===== src/rtl/rv_uart_pkg.sv =====
// Register map, STATUS bit positions and serial FSM states for the Wishbone UART.
// Purely declarative: no latency or backpressure of its own.
package rv_uart_pkg;

  localparam logic [1:0] REG_DATA   = 2'd0;
  localparam logic [1:0] REG_STATUS = 2'd1;
  localparam logic [1:0] REG_DIV    = 2'd2;
  localparam logic [1:0] REG_IRQ_EN = 2'd3;

  localparam int ST_TX_FULL    = 0;
  localparam int ST_TX_EMPTY   = 1;
  localparam int ST_RX_VALID   = 2;
  localparam int ST_RX_OVERRUN = 3;
  localparam int ST_FRAME_ERR  = 4;
  localparam int ST_TX_BUSY    = 5;

  typedef enum logic [1:0] {TX_IDLE, TX_START, TX_DATA, TX_STOP} tx_state_t;
  typedef enum logic [1:0] {RX_IDLE, RX_START, RX_DATA, RX_STOP} rx_state_t;

endpackage


===== src/rtl/rv_uart_fifo.sv =====
// Single-clock FIFO, 2**DEPTH_BITS entries; head visible combinationally (0-cycle read).
// Push to a full FIFO is dropped unless a pop happens in the same cycle; empty pop keeps last data.
module rv_uart_fifo #(
  parameter int WIDTH      = 8,
  parameter int DEPTH_BITS = 2
) (
  input  logic             i_clk,
  input  logic             i_reset_n,
  input  logic             push,
  input  logic [WIDTH-1:0] push_dat,
  input  logic             pop,
  output logic [WIDTH-1:0] pop_dat,
  output logic             full,
  output logic             empty
);
  import rv_uart_pkg::*;

  localparam int                  DEPTH    = 1 << DEPTH_BITS;
  localparam logic [DEPTH_BITS:0] FULL_CNT = (DEPTH_BITS + 1)'(DEPTH);
  localparam logic [DEPTH_BITS:0] CNT_ONE  = (DEPTH_BITS + 1)'(1);
  localparam logic [DEPTH_BITS-1:0] PTR_ONE = DEPTH_BITS'(1);

  logic [WIDTH-1:0]      mem [DEPTH];
  logic [DEPTH_BITS-1:0] wr_ptr;
  logic [DEPTH_BITS-1:0] rd_ptr;
  logic [DEPTH_BITS:0]   count;
  logic [WIDTH-1:0]      last_dat;
  logic                  push_ok;
  logic                  pop_ok;

  assign empty   = (count == '0);
  assign full    = (count == FULL_CNT);
  assign pop_ok  = pop & ~empty;
  assign push_ok = push & (~full | pop_ok);
  assign pop_dat = empty ? last_dat : mem[rd_ptr];

  always_ff @(posedge i_clk) begin
    if (push_ok) mem[wr_ptr] <= push_dat;
  end

  always_ff @(posedge i_clk) begin
    if (!i_reset_n) begin
      wr_ptr   <= '0;
      rd_ptr   <= '0;
      count    <= '0;
      last_dat <= '0;
    end else begin
      if (push_ok) wr_ptr <= wr_ptr + PTR_ONE;
      if (pop_ok) begin
        rd_ptr   <= rd_ptr + PTR_ONE;
        last_dat <= mem[rd_ptr];
      end
      case ({push_ok, pop_ok})
        2'b10:   count <= count + CNT_ONE;
        2'b01:   count <= count - CNT_ONE;
        default: ;
      endcase
    end
  end

endmodule


===== src/rtl/rv_wb_uart.sv =====
// Wishbone-mapped 8N1 UART: ack one cycle after hit, forced idle cycle after each ack, full TX pushes dropped.
// RX path (synchroniser, FSM, FIFO) is built only when RV_UART_RX_EN is defined.
module rv_wb_uart #(
  parameter logic [31:0] BASE_ADDR       = 32'h8000_0000,
  parameter int          FIFO_DEPTH_BITS = 2,
  parameter logic [15:0] DIV_RESET       = 16'd433
) (
  input  logic        i_clk,
  input  logic        i_reset_n,
  input  logic [31:0] i_wb_adr,
  input  logic [31:0] i_wb_dat,
  output logic [31:0] o_wb_dat,
  input  logic        i_wb_we,
  input  logic [3:0]  i_wb_sel,
  input  logic        i_wb_stb,
  input  logic        i_wb_cyc,
  output logic        o_wb_ack,
  input  logic        i_rx,
  output logic        o_tx,
  output logic        o_irq
);
  import rv_uart_pkg::*;

  logic        hit;
  logic [1:0]  req_reg;
  logic        req_we;
  logic [15:0] req_dat;
  logic [1:0]  req_sel;
  logic [19:0] wb_unused;

  logic [15:0] div_q;
  logic [1:0]  irq_en;
  logic        tx_push, rx_pop, rd_status, wr_div, wr_irq;
  logic        tx_full, tx_empty, tx_pop, tx_busy;
  logic [7:0]  tx_pop_dat;
  logic        rx_valid, rx_overrun, frame_err;
  logic [7:0]  rx_byte;
  logic [5:0]  status;
  logic [31:0] rd_dat;

  tx_state_t   tx_state;
  logic [15:0] tx_cnt;
  logic [2:0]  tx_idx;
  logic [7:0]  tx_shift;

  assign hit = i_wb_cyc & i_wb_stb & (i_wb_adr[31:4] == BASE_ADDR[31:4]) & ~o_wb_ack;
  assign wb_unused = {i_wb_adr[1:0], i_wb_dat[31:16], i_wb_sel[3:2]};

  always_ff @(posedge i_clk) begin
    if (!i_reset_n) begin
      o_wb_ack <= 1'b0;
      req_reg  <= '0;
      req_we   <= 1'b0;
      req_dat  <= '0;
      req_sel  <= '0;
    end else begin
      o_wb_ack <= hit;
      if (hit) begin
        req_reg <= i_wb_adr[3:2];
        req_we  <= i_wb_we;
        req_dat <= i_wb_dat[15:0];
        req_sel <= i_wb_sel[1:0];
      end
    end
  end

  // All register side effects happen in the ack cycle from the request captured at hit.
  assign tx_push   = o_wb_ack &  req_we & (req_reg == REG_DATA);
  assign rx_pop    = o_wb_ack & ~req_we & (req_reg == REG_DATA);
  assign rd_status = o_wb_ack & ~req_we & (req_reg == REG_STATUS);
  assign wr_div    = o_wb_ack &  req_we & (req_reg == REG_DIV) & req_sel[0];
  assign wr_irq    = o_wb_ack &  req_we & (req_reg == REG_IRQ_EN) & req_sel[0];

  assign status = {tx_busy, frame_err, rx_overrun, rx_valid, tx_empty, tx_full};

  always_comb begin
    rd_dat = '0;
    if (o_wb_ack && !req_we) begin
      case (req_reg)
        REG_DATA:   rd_dat = {23'b0, rx_valid, rx_byte};
        REG_STATUS: rd_dat = {26'b0, status};
        REG_DIV:    rd_dat = {16'b0, div_q};
        default:    rd_dat = {30'b0, irq_en};
      endcase
    end
  end
  assign o_wb_dat = rd_dat;

  always_ff @(posedge i_clk) begin
    if (!i_reset_n) begin
      div_q  <= DIV_RESET;
      irq_en <= '0;
      o_irq  <= 1'b0;
    end else begin
      if (wr_div) begin
        div_q[7:0] <= req_dat[7:0];
        if (req_sel[1]) div_q[15:8] <= req_dat[15:8];
      end
      if (wr_irq) irq_en <= req_dat[1:0];
      o_irq <= (irq_en[0] & rx_valid) | (irq_en[1] & tx_empty & ~tx_busy);
    end
  end

  rv_uart_fifo #(.WIDTH(8), .DEPTH_BITS(FIFO_DEPTH_BITS)) u_tx_fifo (
    .i_clk     (i_clk),
    .i_reset_n (i_reset_n),
    .push      (tx_push),
    .push_dat  (req_dat[7:0]),
    .pop       (tx_pop),
    .pop_dat   (tx_pop_dat),
    .full      (tx_full),
    .empty     (tx_empty)
  );

  assign tx_pop  = (tx_state == TX_IDLE) & ~tx_empty;
  assign tx_busy = (tx_state != TX_IDLE);

  // The bit counter reloads from DIV at every bit start so DIV edits only hit later bits.
  always_ff @(posedge i_clk) begin
    if (!i_reset_n) begin
      tx_state <= TX_IDLE;
      o_tx     <= 1'b1;
      tx_cnt   <= '0;
      tx_idx   <= '0;
      tx_shift <= '0;
    end else begin
      case (tx_state)
        TX_IDLE: if (!tx_empty) begin
          tx_state <= TX_START;
          o_tx     <= 1'b0;
          tx_cnt   <= div_q;
          tx_shift <= tx_pop_dat;
        end
        TX_START: if (tx_cnt == 16'd0) begin
          tx_state <= TX_DATA;
          o_tx     <= tx_shift[0];
          tx_cnt   <= div_q;
          tx_idx   <= '0;
        end else tx_cnt <= tx_cnt - 16'd1;
        TX_DATA: if (tx_cnt == 16'd0) begin
          tx_cnt <= div_q;
          if (tx_idx == 3'd7) begin
            tx_state <= TX_STOP;
            o_tx     <= 1'b1;
          end else begin
            tx_idx   <= tx_idx + 3'd1;
            o_tx     <= tx_shift[1];
            tx_shift <= {1'b0, tx_shift[7:1]};
          end
        end else tx_cnt <= tx_cnt - 16'd1;
        TX_STOP: if (tx_cnt == 16'd0) tx_state <= TX_IDLE;
                 else tx_cnt <= tx_cnt - 16'd1;
      endcase
    end
  end

`ifdef RV_UART_RX_EN
  rx_state_t   rx_state;
  logic        rx_s1, rx_s2, rx_s3;
  logic [15:0] rx_cnt;
  logic [2:0]  rx_idx;
  logic [7:0]  rx_shift;
  logic        rx_full, rx_empty, rx_push;

  assign rx_push  = (rx_state == RX_STOP) & (rx_cnt == 16'd0) & rx_s2 & ~rx_full;
  assign rx_valid = ~rx_empty;

  rv_uart_fifo #(.WIDTH(8), .DEPTH_BITS(FIFO_DEPTH_BITS)) u_rx_fifo (
    .i_clk     (i_clk),
    .i_reset_n (i_reset_n),
    .push      (rx_push),
    .push_dat  (rx_shift),
    .pop       (rx_pop),
    .pop_dat   (rx_byte),
    .full      (rx_full),
    .empty     (rx_empty)
  );

  always_ff @(posedge i_clk) begin
    if (!i_reset_n) begin
      rx_state   <= RX_IDLE;
      rx_s1      <= 1'b1;
      rx_s2      <= 1'b1;
      rx_s3      <= 1'b1;
      rx_cnt     <= '0;
      rx_idx     <= '0;
      rx_shift   <= '0;
      rx_overrun <= 1'b0;
      frame_err  <= 1'b0;
    end else begin
      rx_s1 <= i_rx;
      rx_s2 <= rx_s1;
      rx_s3 <= rx_s2;
      if (rd_status) begin
        rx_overrun <= 1'b0;
        frame_err  <= 1'b0;
      end
      case (rx_state)
        RX_IDLE: if (rx_s3 && !rx_s2) begin
          rx_state <= RX_START;
          rx_cnt   <= div_q >> 1;
        end
        RX_START: if (rx_cnt == 16'd0) begin
          if (!rx_s2) begin
            rx_state <= RX_DATA;
            rx_cnt   <= div_q;
            rx_idx   <= '0;
          end else rx_state <= RX_IDLE;
        end else rx_cnt <= rx_cnt - 16'd1;
        RX_DATA: if (rx_cnt == 16'd0) begin
          rx_shift <= {rx_s2, rx_shift[7:1]};
          rx_cnt   <= div_q;
          if (rx_idx == 3'd7) rx_state <= RX_STOP;
          else rx_idx <= rx_idx + 3'd1;
        end else rx_cnt <= rx_cnt - 16'd1;
        RX_STOP: if (rx_cnt == 16'd0) begin
          rx_state <= RX_IDLE;
          if (!rx_s2) frame_err <= 1'b1;
          else if (rx_full) rx_overrun <= 1'b1;
        end else rx_cnt <= rx_cnt - 16'd1;
      endcase
    end
  end
`else
  logic [1:0] rx_unused;
  assign rx_unused  = {i_rx, rx_pop};
  assign rx_valid   = 1'b0;
  assign rx_byte    = '0;
  assign rx_overrun = 1'b0;
  assign frame_err  = 1'b0;
`endif

endmodule


===== config.mk =====
export PLATFORM = sky130hd
export DESIGN_NAME = rv_wb_uart
export DESIGN_NICKNAME = d
export VERILOG_FILES = /design/src/rtl/rv_uart_pkg.sv /design/src/rtl/rv_uart_fifo.sv /design/src/rtl/rv_wb_uart.sv
export SDC_FILE = /design/constraint.sdc
export NUM_CORES = 1
export LEC_CHECK = 0
export ABC_AREA = 1
export BUFFER_PORTS_ARGS = -buffer_cell sky130_fd_sc_hd__buf_2
export CORE_ASPECT_RATIO = 0.7
export CORE_MARGIN = 4
export CORE_UTILIZATION = 40
export DETAILED_ROUTE_END_ITERATION = 16
export MAX_ROUTING_LAYER = met4
export PLACE_DENSITY = 0.61
export SYNTH_ARGS = -nofsm -noshare
export SYNTH_HDL_FRONTEND = slang
export SYNTH_SLANG_ARGS = --single-unit

===== constraint.sdc =====
create_clock -name i_clk -period 1.5 [get_ports i_clk]
set_input_delay 0.225 -clock i_clk [delete_from_list [all_inputs] [get_ports i_clk]]
set_output_delay 0.225 -clock i_clk [all_outputs]
set_load 0.03 [all_outputs]

==> results of run 1 <==
-- report_power, final --
group	switching [W]	internal, W	leakage [nW]
combinational	0.000148	0.0000778	2.50
sequential	0.00000000000218	0.00308	1.03
clock	0.00118	0.00128	0.155
-- area by class of cell --
type	count	area, sq um	share of cell area, %
inverters	71	305	3.62
repair inverters	1	5.00	0.0594
well taps	190	238	2.82
multi-input cells	518	3530	41.9
clock buffers	11	255	3.03
clock inverters	5	56.3	0.668
repair buffers	178	1450	17.2
flip-flops and latches	112	2590	30.7
-- critical path, stage by stage, from the launching register on --
cell and delay [ps]:
dfxtp_4 350, inv_2 30, or2_4 300, buf_6 150
a31oi_4 200, buf_6 170
-- how the worst max path moves through the flow --
stage / endpoint / slack [ps] / depth (start not counted)
final: o_wb_dat[0] / -290 / 5
after global routing: u_tx_fifo.count[2]$_SDFFE_PN0P_ / -360 / 10
after CTS: o_wb_dat[0] / -300 / 5
after detailed placement: u_tx_fifo.count[1]$_SDFFE_PN0P_ / -120 / 8
after global placement: u_tx_fifo.count[1]$_SDFFE_PN0P_ / -100 / 8
after floorplan: u_tx_fifo.mem[0][0]$_DFFE_PP_ / -80 / 4
-- through the flow --
step	instances	cell area (sq um)	setup slack, ps
6_report	1086	8430	-288
5_1_grt	1086	8430	-359
4_1_cts	1068	7680	-303
3_5_place_dp	1029	6840	-119
3_3_place_gp	1029	6840	-104
2_1_floorplan	742	5980	-84.0
-- kinds of logic after synthesis --
logic type | Yosys count | synth area share, %
compound gates | 166 | 15.7
xor+xnor | 3 | 0.462
fa+ha+maj | 13 | 2.99
buf+inv | 113 | 9.26
flops | 112 | 45.0
other cells | 1 | 0.0659
simple gates | 319 | 26.5
-- routing by layer --
layer | vias to the layer above | GRT usage [%]
li1 | 2732 | -
met1 | 2652 | 29.3
met2 | 206 | 30.9
met3 | 28 | 3.96
met4 | 0 | 3.66
met5 | - | -
-- placed cells by master (no fill, tap or decap), drive strengths merged, types with 2 or more instances in the layout --
| cell type | count |
|---|---|
| buf | 176 |
| nor2 | 125 |
| nand2 | 112 |
| o21ai | 92 |
| dfxtp | 80 |
| inv | 72 |
| a21oi | 61 |
| nand3 | 46 |
| edfxtp | 32 |
| conb | 16 |
| clkbuf | 13 |
| nor3 | 12 |
| ha | 12 |
| nor4 | 10 |
| o22ai | 7 |
| or2 | 7 |
| nand4 | 6 |
| xor2 | 3 |
| clkinv | 3 |
| clkinvlp | 2 |
-- what timing repair did --
| action | CTS | global route |
|---|---|---|
| buffers inserted | 18 | 18 |
| endpoints found under the setup margin | 96 | 110 |
| pin swaps | 56 | 86 |
| cloned | 5 | 3 |
| gates resized for setup | 132 | 164 |
==> impl_metrics.env, run 1 <==
export IMPL_hold_slack_ps=84.1
export IMPL_root_buffer="clkbuf_16"
export IMPL_diodes=0
export IMPL_path_clk_slew_ps=80
export IMPL_regToRegEndpoint="u_tx_fifo.count[1]$_SDFFE_PN0P_"
export IMPL_cts_sinks=112
export IMPL_violations="setup timing"
export IMPL_synth_edff_count=32
export IMPL_hold_start="i_wb_dat[0]"
export IMPL_setup_tns_ps=-11120
export IMPL_grt_antenna_before_repair=0
export IMPL_insertion_delay_ps=350
export IMPL_synth_distinct_cells=45
export IMPL_synthFlopType="dfxtp_1"
export IMPL_drive_above_1_share_pct=47.1
export IMPL_synth_area_leader_cell="dfxtp_1"
export IMPL_drt_met1_wl_um=8150
export IMPL_leakage_nw=3.68
export IMPL_fill_cells=1125
export IMPL_outcome="finished, violations left"
export IMPL_finalWeightedCongestion=0.918
export IMPL_rows=36
export IMPL_die_h_um=108
export IMPL_place_detailed_hpwl_um=11300
export IMPL_path_class="flip-flop to output pin"
export IMPL_drc=0
export IMPL_netlist_area_sq_um=5690
export IMPL_worstHoldEndpoint="req_dat[0]$_SDFFE_PN0P_"
export IMPL_wl_met2_um=7930
export IMPL_rsz0062_at_grt="yes"
export IMPL_startpoint_type="flip-flop"
export IMPL_cts_tree="yes"
export IMPL_r2r_slack_ps=-210
export IMPL_hold_buffers=0
export IMPL_worst_path_max_fanout=6
export IMPL_synthTopCellsByCount="nor2_1 (111), nand2_1 (103), dfxtp_1 (80), o21ai_0 (79), inv_1 (63)"
export IMPL_layout_setup_ws_ps=-288
export IMPL_initial_core_util_pct=40.9
export IMPL_grt_remaining_overflow=0
export IMPL_cp_end_kind="output pin"
export IMPL_avgSynthCellArea_sq_um=7.83
export IMPL_cts_buffers=9
export IMPL_max_freq_ghz=0.559
export IMPL_ys_top_cells_by_area="dfxtp_1 (28%), edfxtp_1 (17%), nor2_1 (7.3%)"
export IMPL_core_sq_um=13900
export IMPL_final_hold_violation_count=0
export IMPL_setup_viol=94
export IMPL_seq_area_frac_synth_pct=45.0
export IMPL_power_density_nw_per_um2=685
export IMPL_fin_skew_ps=13.1
export IMPL_vias=5618
export IMPL_relSlewSlack_pct=55.6
export IMPL_regMostFlops="u_tx_fifo.mem"
export IMPL_async_reset_ff_share_pct=0
export IMPL_yosysWarnings=0
export IMPL_finalPower_w=0.00578
export IMPL_ios=109
export IMPL_synthCells=727
export IMPL_yosysMostFrequentCell="nor2_1"
export IMPL_first_iter_violations=491
export IMPL_top_layer="met4"
export IMPL_first_global_vias=5272
export IMPL_r2r_start="o_wb_ack$_SDFF_PN0_"
export IMPL_htreeDepth=3
export IMPL_min_period_ps=1790
export IMPL_grt_pass1_wl_um=25600
export IMPL_avgRoutedWirePerCell_um=16.1
export IMPL_synth_top_area_share_pct=28.2
export IMPL_clk_path_buf_depth=2
export IMPL_drv_slew=0
export IMPL_max_cap_viol_count=0
export IMPL_hp_class="primary input to flip-flop"
export IMPL_firstDrtPassIters=5
export IMPL_areaGrowthSynthToFinish_pct=48.2
export IMPL_track_usage_pct=20.6
export IMPL_port_buffers=71
export IMPL_worstHoldPathCells=3
export IMPL_nNetsFinal=978
export IMPL_wl_um=17500
export IMPL_arrival_ps=1560
export IMPL_antenna_left=0
export IMPL_die_w_um=151
export IMPL_r2r_cells=7
export IMPL_tightest_slew_ps=665
export IMPL_crit_start="o_wb_ack$_SDFF_PN0_"
export IMPL_vdd_drop_max_v=0.000575
export IMPL_final_util_pct=60.6
export IMPL_ys_seq_elements=112
export IMPL_required_ps=1270
export IMPL_grt_max_degree=47
export IMPL_largest_reg_flops=32
export IMPL_wl_met3_um=1150
export IMPL_fin_crit_sh_pct=119
export IMPL_viasPerCell=5.17
export IMPL_die_area_sq_um=16200
(Power assumes the default switching activity.)
==> run 2, diff against run 1 <==
--- a/config.mk
+++ b/config.mk
@@ -9,10 +9,11 @@
 export BUFFER_PORTS_ARGS = -buffer_cell sky130_fd_sc_hd__buf_2
 export CORE_ASPECT_RATIO = 0.7
 export CORE_MARGIN = 4
-export CORE_UTILIZATION = 40
+export CORE_UTILIZATION = 35
 export DETAILED_ROUTE_END_ITERATION = 16
 export MAX_ROUTING_LAYER = met4
-export PLACE_DENSITY = 0.61
+export PLACE_DENSITY = 0.54
 export SYNTH_ARGS = -nofsm -noshare
 export SYNTH_HDL_FRONTEND = slang
+export SYNTH_HIERARCHICAL = 1
 export SYNTH_SLANG_ARGS = --single-unit
==> run 2 against run 1 <==
Compared with the run above:
- the flow still finishes with violations (setup timing)
- sequential power up 7.1%
- setup slack got worse by 1.4 ps
- global-route usage is 2.5 points lower
- maximum frequency about the same
- combinational power increased by 4%
- non-clock buffer count up 22
- clock power increased by 66%
- critical path type is now flip-flop to flip-flop
- sequential cell count up 8
- first-iteration DRC count down 18%
- design area up 13%
- clock skew down 4.2 ps
==> impl_metrics.env, run 2 <==
export IMPL_outcome="finished, violations left"
export IMPL_violations="setup timing"
export IMPL_grt_antenna_before_repair=0
export IMPL_die_area_sq_um=19200
export IMPL_startpoint_type="flip-flop"
export IMPL_setup_tns_ps=-14910
export IMPL_hold_slack_ps=39.3
export IMPL_first_global_vias=5189
export IMPL_yosysMostFrequentCell="nand2_1"
export IMPL_final_hold_violation_count=0
export IMPL_worstHoldEndpoint="req_reg[1]$_SDFFE_PN0P_"
export IMPL_first_iter_violations=402
export IMPL_stdcell_area_sq_um=9530
export IMPL_grt_remaining_overflow=0
export IMPL_ys_seq_elements=120
export IMPL_avgRoutedWirePerCell_um=15.0
export IMPL_areaGrowthSynthToFinish_pct=59.7
export IMPL_synthCells=772
export IMPL_drc=0
export IMPL_core_sq_um=16500
export IMPL_required_ps=1810
export IMPL_avgSynthCellArea_sq_um=7.73
export IMPL_layout_setup_ws_ps=-289
export IMPL_hold_start="i_wb_adr[3]"
export IMPL_dp_slack_ps=-261
export IMPL_place_inst=1133
export IMPL_path_class="flip-flop to flip-flop"
export IMPL_worstHoldPathCells=3
export IMPL_fin_crit_sh_pct=119
export IMPL_rows=39
export IMPL_arrival_ps=2100
export IMPL_worst_path_max_fanout=3
export IMPL_finalNonFillerCells=1207
export IMPL_max_freq_ghz=0.559
export IMPL_synth_distinct_cells=45
export IMPL_final_common_cell="nand2_1"
export IMPL_hold_buffers=0
export IMPL_largest_reg_flops=32
export IMPL_power_density_nw_per_um2=800
export IMPL_htreeDepth=4
export IMPL_regToRegEndpoint="u_tx_fifo/count[2]$_SDFFE_PN0P_"
export IMPL_die_w_um=164
export IMPL_place_area_sq_um=7200
export IMPL_min_period_ps=1790
export IMPL_insertion_delay_ps=420
export IMPL_hp_class="primary input to flip-flop"
export IMPL_grt_pass1_wl_um=26300
export IMPL_leakage_nw=4.20
export IMPL_clk_path_buf_depth=2
export IMPL_synth_top_area_share_pct=29.5
export IMPL_crit_path_cell_trace="inv_2 -> ha_4 -> inv_4 -> nor2_4 -> nand2_4 -> nor2_4 -> inv_2 -> fa_2 -> inv_2 -> nand4_1 -> a21oi_2 -> nor2_1"
export IMPL_vias=5839
export IMPL_path_clk_slew_ps=60
export IMPL_firstDrtPassIters=6
export IMPL_ios=109
export IMPL_critPathSlowestCell="fa_2"
export IMPL_viasPerCell=4.84
export IMPL_slowest_delay_ps=340
export IMPL_fin_skew_ps=8.84
export IMPL_synth_area_leader_cell="dfxtp_1"
export IMPL_yosysWarnings=6
export IMPL_synth_edff_count=32
export IMPL_max_cap_viol_count=0
export IMPL_diodes=0
export IMPL_die_h_um=117
export IMPL_cts_sinks=120
export IMPL_nNetsFinal=1056
export IMPL_cts_tree="yes"
export IMPL_antenna_left=0
export IMPL_grt_max_degree=32
export IMPL_netlist_area_sq_um=5970
export IMPL_crit_top_cell="inv_2"
export IMPL_cts_buffers=17
export IMPL_r2r_cells=12
export IMPL_synthFlopType="dfxtp_1"
export IMPL_track_usage_pct=18.0
export IMPL_port_buffers=71
export IMPL_async_reset_ff_share_pct=0
export IMPL_initial_core_util_pct=36.1
export IMPL_root_buffer="clkbuf_16"
export IMPL_finalWeightedCongestion=0.838
export IMPL_cp_end_kind="flip-flop"
export IMPL_wl_um=18100
export IMPL_regMostFlops="u_tx_fifo/mem"
export IMPL_ys_top_cells_by_area="dfxtp_1 (30%), edfxtp_1 (16%), nand2_1 (9.0%)"
export IMPL_synthTopCellsByCount="nand2_1 (143), nor2_1 (125), dfxtp_1 (88), inv_1 (61), a21oi_1 (59)"
export IMPL_vdd_drop_max_v=0.000671
export IMPL_drive_above_1_share_pct=51.8
export IMPL_final_cell_mix="nand2_1 (92), nor2_1 (88), buf_4 (82)"
export IMPL_r2r_slack_ps=-290
export IMPL_seq_area_frac_synth_pct=45.6
export IMPL_drv_slew=0
export IMPL_place_detailed_hpwl_um=11700
export IMPL_setup_viol=113
export IMPL_r2r_start="tx_state[0]$_SDFFE_PN0P_"
export IMPL_rsz0062_at_grt="yes"
==> run 2: worst max-delay path, delay by kind of cell, from the launching register on <==
family                     cells  cell delay [ps]
AOI/OAI and AO/OA              1              160
adders and majority gates      2              490
buffers and inverters          4              220
DFF                            1              320
and+or+nand+nor                5              500
==> run 2: layout make-up <==
class | count | area, sq um
Multi-Input combinational cell | 559 | 3860
Inverter | 70 | 318
Sequential cell | 120 | 2750
Clock inverter | 13 | 119
Timing Repair Buffer | 200 | 1720
Fill cell | 1422 | 7010
Clock buffer | 19 | 475
Timing Repair inverter | 1 | 11.3
Tap cell | 225 | 282
==> run 2: worst max path at each step <==
stage	startpoint	endpoint	slack (ps)	cells past startpoint
finish	tx_state[0]$_SDFFE_PN0P_	u_tx_fifo/count[2]$_SDFFE_PN0P_	-290	12
global route	tx_state[0]$_SDFFE_PN0P_	u_tx_fifo/count[2]$_SDFFE_PN0P_	-400	12
CTS	req_reg[1]$_SDFFE_PN0P_	o_wb_dat[1]	-290	8
detailed placement	tx_state[1]$_SDFFE_PN0P_	u_tx_fifo/count[2]$_SDFFE_PN0P_	-260	12
global placement	tx_state[1]$_SDFFE_PN0P_	u_tx_fifo/count[2]$_SDFFE_PN0P_	-230	12
floorplan	u_tx_fifo/count[0]$_SDFFE_PN0P_	u_tx_fifo/count[2]$_SDFFE_PN0P_	-300	13
==> run 2: timing repair <==
action	in CTS	in global routing
endpoints found under the hold margin	0	0
pin swaps	53	88
buffers inserted	16	19
resized for setup	178	226
gates cloned	5	5
setup endpoints to repair	91	129
==> run 2: metrics by stage <==
stage | power, W | utilization, %
6_report | 0.00762 | 57.6
4_1_cts | 0.00765 | 52.0
5_1_grt | 0.00783 | 57.6
3_5_place_dp | 0.00358 | 43.6
2_1_floorplan | 0.00351 | -
3_3_place_gp | 0.00357 | 43.6
==> run 2: layer usage <==
layer	routed length, um	GRT usage (%)	up-vias
li1	-	-	2936
met1	8800	26.3	2700
met4	164	4.13	0
met5	0	-	-
met3	1210	3.92	17
met2	7950	25.4	186
==> run 2: logic make-up after synthesis <==
| kind of cell | share of synthesized area, % |
|---|---|
| AND/OR/NAND/NOR | 27.2 |
| AO/OA/AOI/OAI | 14.3 |
| flip-flops | 45.6 |
| buffers and inverters | 9.45 |
| adder cells (fa/ha/maj) | 2.85 |
| XOR/XNOR | 0.587 |
| other | 0.0628 |
==> run 2: power by group <==
group,leakage [nW],switching [W],total [W],internal [W]
Clock,0.295,0.00170,0.00409,0.00239
Sequential,1.09,0.00000000000264,0.00330,0.00330
Combinational,2.81,0.000151,0.000234,0.0000835
==> run 3, diff against run 2 <==
--- a/config.mk
+++ b/config.mk
@@ -13,6 +13,7 @@
 export DETAILED_ROUTE_END_ITERATION = 16
 export MAX_ROUTING_LAYER = met4
 export PLACE_DENSITY = 0.54
+export SKIP_LAST_GASP = 1
 export SYNTH_ARGS = -nofsm -noshare
 export SYNTH_HDL_FRONTEND = slang
 export SYNTH_HIERARCHICAL = 1
==> run 3 against run 2 <==
Compared with the run above:
- maximum frequency up 0.28%
- die area unchanged
- sequential share of layout area about the same
- first-iteration DRC count down 3.2%
- largest power group unchanged
- core utilization about the same
- routed wire length up 0.24%
- the flow still finishes with violations (setup timing)
- global-route usage about the same
- non-clock buffer count down 1
- sequential cell count unchanged
- via count down 0.26%
- combinational power about the same
==> impl_metrics.env, run 3 (synthesis results as in run 2) <==
export IMPL_drv_slew=0
export IMPL_cts_sinks=120
export IMPL_die_h_um=117
export IMPL_rows=39
export IMPL_viasPerCell=4.83
export IMPL_port_buffers=71
export IMPL_cts_tree="yes"
export IMPL_cp_end_kind="flip-flop"
export IMPL_startpoint_type="flip-flop"
export IMPL_insertion_delay_ps=420
export IMPL_vdd_drop_max_v=0.000671
export IMPL_regMostFlops="u_tx_fifo/mem"
export IMPL_place_inst=1133
export IMPL_required_ps=1810
export IMPL_largest_reg_flops=32
export IMPL_max_freq_ghz=0.560
export IMPL_drive_above_1_share_pct=52.0
export IMPL_ios=109
export IMPL_nNetsFinal=1055
export IMPL_avgRoutedWirePerCell_um=15.1
export IMPL_finalNonFillerCells=1206
export IMPL_core_sq_um=16500
export IMPL_hold_buffers=0
export IMPL_finalWeightedCongestion=0.838
export IMPL_setup_viol=113
export IMPL_cts_buffers=17
export IMPL_layout_setup_ws_ps=-284
export IMPL_root_buffer="clkbuf_16"
export IMPL_die_w_um=164
export IMPL_first_global_vias=5180
export IMPL_fin_skew_ps=8.30
export IMPL_min_period_ps=1780
export IMPL_grt_antenna_before_repair=0
export IMPL_die_area_sq_um=19200
export IMPL_initial_core_util_pct=36.1
export IMPL_outcome="finished, violations left"
export IMPL_vias=5824
export IMPL_final_hold_violation_count=0
export IMPL_diodes=0
export IMPL_place_detailed_hpwl_um=11700
export IMPL_arrival_ps=2090
export IMPL_path_class="flip-flop to flip-flop"
export IMPL_grt_pass1_wl_um=26200
export IMPL_track_usage_pct=18.0
export IMPL_grt_max_degree=32
export IMPL_rsz0062_at_grt="yes"
export IMPL_final_util_pct=57.6
export IMPL_firstDrtPassIters=5
export IMPL_worst_path_max_fanout=3
export IMPL_setup_tns_ps=-15420
export IMPL_hp_class="primary input to flip-flop"
export IMPL_power_density_nw_per_um2=800
export IMPL_antenna_left=0
export IMPL_fin_crit_sh_pct=119
export IMPL_finalPower_w=0.00762
export IMPL_violations="setup timing"
export IMPL_wl_um=18200
export IMPL_areaGrowthSynthToFinish_pct=59.6
export IMPL_path_clk_slew_ps=60
export IMPL_leakage_nw=4.16
export IMPL_max_cap_viol_count=0
export IMPL_clk_path_buf_depth=2
export IMPL_final_common_cell="nand2_1"
export IMPL_drc=0
export IMPL_first_iter_violations=389
export IMPL_final_cell_mix="nand2_1 (88), nor2_1 (87), buf_4 (82)"
export IMPL_htreeDepth=4
export IMPL_grt_remaining_overflow=0
[run 3: through the flow]
stage / hold slack [ps] / instance area [sq um] / setup slack, ps
6_report: 41.3 / 9530 / -284
3_3_place_gp: 454 / 7200 / -229
2_1_floorplan: 363 / 6120 / -304
4_1_cts: 24.4 / 8570 / -289
3_5_place_dp: 454 / 7200 / -261
5_1_grt: 34.2 / 9530 / -384
[run 3: timing repair]
action                     CTS  global route
pin swaps                   52            89
cloned                       5             5
setup endpoints to repair   91           129
buffers inserted            16            18
resized for setup          158           232
[run 3: path summary, 6_finish.rpt]
check	start	to	slack (ps)	cells after the start
worst max-delay path	tx_state[0]$_SDFFE_PN0P_	u_tx_fifo/count[2]$_SDFFE_PN0P_	-280	12
worst min-delay path	i_wb_adr[3]	req_reg[1]$_SDFFE_PN0P_	40	3
worst max register to register	tx_state[0]$_SDFFE_PN0P_	u_tx_fifo/count[2]$_SDFFE_PN0P_	-280	12
worst min register to register	tx_shift[4]$_SDFFE_PN0P_	tx_shift[4]$_SDFFE_PN0P_	470	2
[run 3: area by class of cell]
| cell class | instances | area, sq um |
|---|---|---|
| fillers | 1417 | 7010 |
| multi-input cells | 559 | 3870 |
| flip-flops and latches | 120 | 2740 |
| repair buffers | 199 | 1700 |
| clock buffers | 19 | 475 |
| inverters | 70 | 318 |
| well taps | 225 | 282 |
| clock inverters | 13 | 119 |
| repair inverters | 1 | 11.3 |
[run 3: critical path: stages, from the launching register on]
cell and delay, ps:
dfxtp_2 320, inv_2 70, ha_4 150, inv_4 40, nor2_4 150, nand2_4 80, nor2_4 90, inv_2 50
fa_2 330, inv_1 60, nand4_1 120, a21oi_2 160, nor2_1 60
[run 3: layer usage]
metal,vias up,routed length [um],global-route usage (%)
li1,2924,-,-
met1,2685,8670,26.3
met2,195,8050,25.4
met3,20,1290,3.92
met4,0,168,4.13
met5,-,0,-
[run 3: report_power, final]
group	switching, W	leakage [nW]	internal (W)	total (W)
sequential	0.00000000000263	1.09	0.00330	0.00330
clock	0.00170	0.295	0.00239	0.00408
combinational	0.000151	2.77	0.0000836	0.000234
total	0.00185	4.16	0.00578	0.00762
